===== src/rtl/eth_10g_mac_rx_st_error_adapter_stat_v2.sv =====
// rtl/eth_10g_mac_rx_st_error_adapter_stat_v2.sv - RX stats error remap, 2-entry skid buffer, optional counters (ERR_ADAPTER_STAT_CNT_EN)
module eth_10g_mac_rx_st_error_adapter_stat_v2 #(
  parameter int DATA_W    = 40,
  parameter int IN_ERR_W  = 5,
  parameter int OUT_ERR_W = 7,
  parameter logic [8*OUT_ERR_W-1:0] ERR_MAP = 56'h00FFFF01040302,
  parameter int CNT_W     = 32,
  parameter int SEL_W     = 4
) (
  input  logic                 clk,
  input  logic                 reset_n,
  input  logic                 in_valid,
  output logic                 in_ready,
  input  logic [DATA_W-1:0]    in_data,
  input  logic [IN_ERR_W-1:0]  in_error,
  output logic                 out_valid,
  input  logic                 out_ready,
  output logic [DATA_W-1:0]    out_data,
  output logic [OUT_ERR_W-1:0] out_error,
  input  logic [SEL_W-1:0]     cnt_sel,
  input  logic                 cnt_clear,
  output logic [CNT_W-1:0]     cnt_value
);

  if ((1 << SEL_W) <= OUT_ERR_W) begin : g_bad_sel
    $error("SEL_W too narrow to address every counter");
  end

  // Remap table: each output error bit picks one source bit or is tied low.
  logic [OUT_ERR_W-1:0] mapped;

  for (genvar gi = 0; gi < OUT_ERR_W; gi++) begin : g_map
    localparam int FIELD = int'(ERR_MAP[8*gi +: 8]);
    if (FIELD < IN_ERR_W) begin : g_src
      assign mapped[gi] = in_error[FIELD];
    end else begin : g_tie
      if (FIELD != 255) begin : g_bad_field
        $error("ERR_MAP field selects a nonexistent in_error bit");
      end
      assign mapped[gi] = 1'b0;
    end
  end

  logic                 main_valid_q, main_valid_d;
  logic [DATA_W-1:0]    main_data_q,  main_data_d;
  logic [OUT_ERR_W-1:0] main_err_q,   main_err_d;
  logic                 skid_valid_q, skid_valid_d;
  logic [DATA_W-1:0]    skid_data_q,  skid_data_d;
  logic [OUT_ERR_W-1:0] skid_err_q,   skid_err_d;
  logic                 in_ready_q,   in_ready_d;
  logic                 accept;

  assign accept    = in_valid & in_ready_q;
  assign in_ready  = in_ready_q;
  assign out_valid = main_valid_q;
  assign out_data  = main_data_q;
  assign out_error = main_err_q;

  // Skid next state: main refills from skid first so order is preserved.
  always_comb begin
    main_valid_d = main_valid_q;
    main_data_d  = main_data_q;
    main_err_d   = main_err_q;
    skid_valid_d = skid_valid_q;
    skid_data_d  = skid_data_q;
    skid_err_d   = skid_err_q;
    if (!main_valid_q || out_ready) begin
      if (skid_valid_q) begin
        main_valid_d = 1'b1;
        main_data_d  = skid_data_q;
        main_err_d   = skid_err_q;
        skid_valid_d = 1'b0;
      end else if (accept) begin
        main_valid_d = 1'b1;
        main_data_d  = in_data;
        main_err_d   = mapped;
      end else begin
        main_valid_d = 1'b0;
      end
    end else if (accept) begin
      skid_valid_d = 1'b1;
      skid_data_d  = in_data;
      skid_err_d   = mapped;
    end
    in_ready_d = !skid_valid_d;
  end

  // Datapath registers; reset discards any buffered beats.
  always_ff @(posedge clk or negedge reset_n) begin
    if (!reset_n) begin
      main_valid_q <= 1'b0;
      main_data_q  <= '0;
      main_err_q   <= '0;
      skid_valid_q <= 1'b0;
      skid_data_q  <= '0;
      skid_err_q   <= '0;
      in_ready_q   <= 1'b0;
    end else begin
      main_valid_q <= main_valid_d;
      main_data_q  <= main_data_d;
      main_err_q   <= main_err_d;
      skid_valid_q <= skid_valid_d;
      skid_data_q  <= skid_data_d;
      skid_err_q   <= skid_err_d;
      in_ready_q   <= in_ready_d;
    end
  end

`ifdef ERR_ADAPTER_STAT_CNT_EN
  localparam logic [CNT_W-1:0] CNT_MAX = '1;

  // Index OUT_ERR_W is the accepted-beat counter.
  logic [CNT_W-1:0] cnt_q [0:OUT_ERR_W];
  logic [CNT_W-1:0] cnt_d [0:OUT_ERR_W];
  logic [CNT_W-1:0] cnt_value_q, cnt_value_d;

  assign cnt_value = cnt_value_q;

  // Saturating increments; a clear of the same counter overrides its increment.
  always_comb begin
    for (int i = 0; i <= OUT_ERR_W; i++) begin
      cnt_d[i] = cnt_q[i];
    end
    if (accept) begin
      for (int i = 0; i < OUT_ERR_W; i++) begin
        if (mapped[i] && cnt_q[i] != CNT_MAX) begin
          cnt_d[i] = cnt_q[i] + CNT_W'(1);
        end
      end
      if (cnt_q[OUT_ERR_W] != CNT_MAX) begin
        cnt_d[OUT_ERR_W] = cnt_q[OUT_ERR_W] + CNT_W'(1);
      end
    end
    for (int i = 0; i <= OUT_ERR_W; i++) begin
      if (cnt_clear && cnt_sel == SEL_W'(i)) begin
        cnt_d[i] = '0;
      end
    end
    cnt_value_d = '0;
    for (int i = 0; i <= OUT_ERR_W; i++) begin
      if (cnt_sel == SEL_W'(i)) begin
        cnt_value_d = cnt_q[i];
      end
    end
  end

  // Counter and read-port registers.
  always_ff @(posedge clk or negedge reset_n) begin
    if (!reset_n) begin
      for (int i = 0; i <= OUT_ERR_W; i++) begin
        cnt_q[i] <= '0;
      end
      cnt_value_q <= '0;
    end else begin
      for (int i = 0; i <= OUT_ERR_W; i++) begin
        cnt_q[i] <= cnt_d[i];
      end
      cnt_value_q <= cnt_value_d;
    end
  end
`else
  logic unused_cnt_in;
  assign unused_cnt_in = ^{cnt_sel, cnt_clear};
  assign cnt_value     = '0;
`endif

endmodule


===== config.mk =====
export PLATFORM = sky130hd
export DESIGN_NAME = eth_10g_mac_rx_st_error_adapter_stat_v2
export DESIGN_NICKNAME = d
export VERILOG_FILES = /design/src/rtl/eth_10g_mac_rx_st_error_adapter_stat_v2.sv
export SDC_FILE = /design/constraint.sdc
export NUM_CORES = 1
export LEC_CHECK = 0
export CORE_MARGIN = 2
export CORE_UTILIZATION = 47
export DETAILED_ROUTE_END_ITERATION = 10
export PLACE_DENSITY = 0.82
export SETUP_SLACK_MARGIN = 0.3
export SYNTH_ARGS = -nofsm -noshare
export SYNTH_HDL_FRONTEND = slang
export SYNTH_SLANG_ARGS = --single-unit

===== constraint.sdc =====
create_clock -name clk -period 2.3 [get_ports clk]
set_clock_uncertainty 0.2 [all_clocks]
set_input_delay 0.46 -clock clk [delete_from_list [all_inputs] [get_ports clk]]
set_output_delay 0.46 -clock clk [all_outputs]
set_load 0.01 [all_outputs]

==> impl_metrics.csv <==
group,metric,value,unit
setup_path,critPathTopFamily,"buffers and inverters",
route,num_vias,2473,
clocking,clk_latency,0.36,ns
setup_path,crit_start,"out_data[25]$_DFFE_PN0P_",
floorplanning,io_pins,135,
finish,stdcell_area,5700,sq um
worst_hold_path,hp-class,"register to register",
setup_path,slowest_delay,0.56,ns
synth,synthCells,284,
floorplanning,rows,35,
timing,fin_crit_sh,84.0,%
synth,syn_area,4470,sq um
global_route,grt_pass1_wl,13100,microns
floorplanning,dieArea,10300,sq um
route,ant_nets,0,
floorplanning,start_util,48.3,%
setup_path,crit_fanout,2,
synth,netlist.area_leader.share,52.1,%
timing,grt_setup_unrepaired,"no",
setup_path,r2r-start,"skid_valid_q$_DFF_PN0_",
setup_path,path_cells,"clkdlybuf4s50_1",
setup_path,worstRegToRegCells,3,
timing,fin_tns_setup,0,ns
finish,areaGrowthSynthToFinish,27.6,%
timing,worst_slew_pin_slew,0.567,ns
timing,slew_viol_final,0,
finish,mostFrequentLayoutCell,"mux2_2",
finish,multi_input_area,1880,sq um
clocking,clock-root-buffer,"clkbuf_8",
timing,slew_headroom,62.2,%
pwr,swShare,26.3,%
finish,drive_above_1_share,42.2,%
setup_path,crit_type,"register to output pin",
place,place_area,5460,sq um
pwr,p_comb_share,32.7,%
setup_path,cp-end-kind,"output pin",
global_route,overflow,0,
synth,synth_area_leaders,"dfrtp_1, mux2_2, mux2_4",
pwr,switchingPower,1420,uW
finish,final_cell_mix,"mux2_2, dfrtp_1, clkdlybuf4s50_1",
outcome,status,"finished, final reports clean",
route,routedWlPerCell,15.5,microns
clocking,cts_buffer_depth,2,
synth,synth-seq-cells,93,
pwr,p_int,3980,uW
setup_path,rr_endpoint,"out_data[19]$_DFFE_PN0P_",
global_route,grt_usage,16.6,%
synth,yosysTopAreaCell,"dfrtp_1",
clocking,cts_max_level,3,
pwr,leakage,0.00255,uW
floorplanning,die_h,101,microns
clocking,cts_made_buffers,9,
pwr,powerDensity,948,nW/um^2
synth,ys_types,15,
timing,hold_viol_final,0,
floorplanning,die_x,101,microns
setup_path,start_kind,"register",
finish,fill_cells,749,
synth,synth.avg_cell_area,15.7,sq um
setup_path,worstPathArrival,1.27,ns
global_route,antenna_found_initial,0,
clocking,cts_sinks,93,
finish,finalNetCount,440,
finish,antenna_cells,0,
setup_path,worstPathRequired,1.64,ns
setup_path,r2r_setup_slack,0.56,ns
setup_path,slowest_stage,"clkdlybuf4s50_1",
place,io_buffers,95,
timing,fmax,518,MHz
global_route,grt_max_degree,45,
route,initialDrtViolationCount,41,
pwr,clock_power_share,22.9,%
place,gp_congestion,0.699,
clocking,clkTransAtPathRegs,0.09,ns
synth,yosysSeqAreaShare,52.1,%
setup_path,crit_cells,1,
route,drc,0,
setup_path,endpoint,"out_data[25]",
pwr,seqPwrFrac,44.4,%
route,drt-pass1-iter-count,3,
clocking,cts_tree,"yes",
timing,min_period,1.93,ns
floorplanning,core_area,9240,sq um
synth,yosysWarningCount,0,
clocking,post_cts_buffers,0,
run,cap_violations,0,
route,totalWireLength,8040,microns
timing,setup_viol,0,
global_route,grt_pass1_vias,2599,
pwr,ir_worst_vdd,0.000512,V
place,hpwl,5390,microns
finish,regArea,2330,sq um
timing,holdWs,0.310,ns
route,avgViaCountPerCell,4.76,
setup_path,crit_buf_inv,1,
what timing repair did:
item / 4_1_cts / 5_1_grt
resized for setup: 2 / 3
hold buffers: 1 / 0
endpoints found under the hold margin: 42 / 0
endpoints found under the setup margin: 1 / 3
cell usage after synthesis:
library cell	number
nand2_1	1
dfrtp_1	93
nand2b_1	1
inv_1	1
nor2_8	1
a21oi_4	1
buf_4	34
nand3_4	1
or2b_1	1
buf_6	9
conb_1	1
mux2_2	95
buf_2	4
nor2b_4	1
mux2_4	40
state kept, by name, summed over array words and instances (netlist names):
register and cells:
skid_err_q 5, skid_data_q 40, skid_valid_q 1, out_error 5, in_ready 1, out_valid 1
out_data 40
layer usage:
metal  up-vias  GRT usage, %  wire length [microns]
met5         -             0                      0
met4         0          5.41                     80
met3         7          4.83                    381
met2        81          27.2                   4000
met1      1252          21.4                   3570
li1       1133             -                      -
cells by family after synthesis:
kind of cell           synth area share, %
other                               0.0840
AO/OA/AOI/OAI                        0.364
buffers and inverters                 8.52
AND/OR/NAND/NOR                       1.54
flip-flops                            52.1
multiplexers                          37.4
layout make-up:
| type | count | area share (%) |
|---|---|---|
| tap | 129 | 2.83 |
| inverter | 1 | 0.0659 |
| sequential | 93 | 40.9 |
| timing repair buffer | 105 | 19.2 |
| clock inverter | 3 | 1.19 |
| multi-input combinational | 176 | 33.0 |
| clock buffer | 13 | 2.79 |
worst min path at each step:
stage	startpoint	endpoint	slack, ns	cells past startpoint
floorplan	reset_n	in_ready$_DFF_PN0_	-0.04	0
global placement	skid_data_q[39]$_DFFE_PN0P_	skid_data_q[39]$_DFFE_PN0P_	0.28	1
detailed placement	skid_data_q[25]$_DFFE_PN0P_	skid_data_q[25]$_DFFE_PN0P_	0.29	1
CTS	skid_data_q[20]$_DFFE_PN0P_	skid_data_q[20]$_DFFE_PN0P_	0.31	1
global route	skid_data_q[2]$_DFFE_PN0P_	skid_data_q[2]$_DFFE_PN0P_	0.33	1
finish	out_data[22]$_DFFE_PN0P_	out_data[22]$_DFFE_PN0P_	0.31	1
power groups by stage:
stage                     clock [uW]  sequential [uW]  combinational, uW
after global placement             0             2390               1750
after global routing            1350             2460               1890
after CTS                       1290             2400               1800
after floorplan                    0             2490                914
after detailed placement           0             2420               1790
final                           1240             2400               1770
metrics by stage:
step	worst slack [ns]	utilization [%]	total power (uW)	instances
2_1_floorplan	0.683	-	3410	317
3_3_place_gp	0.116	59.0	4140	503
3_5_place_dp	0.0770	59.0	4210	503
4_1_cts	0.317	61.6	5490	520
5_1_grt	0.305	61.7	5710	520
6_report	0.368	61.7	5400	520
(Power assumes the default switching activity.)
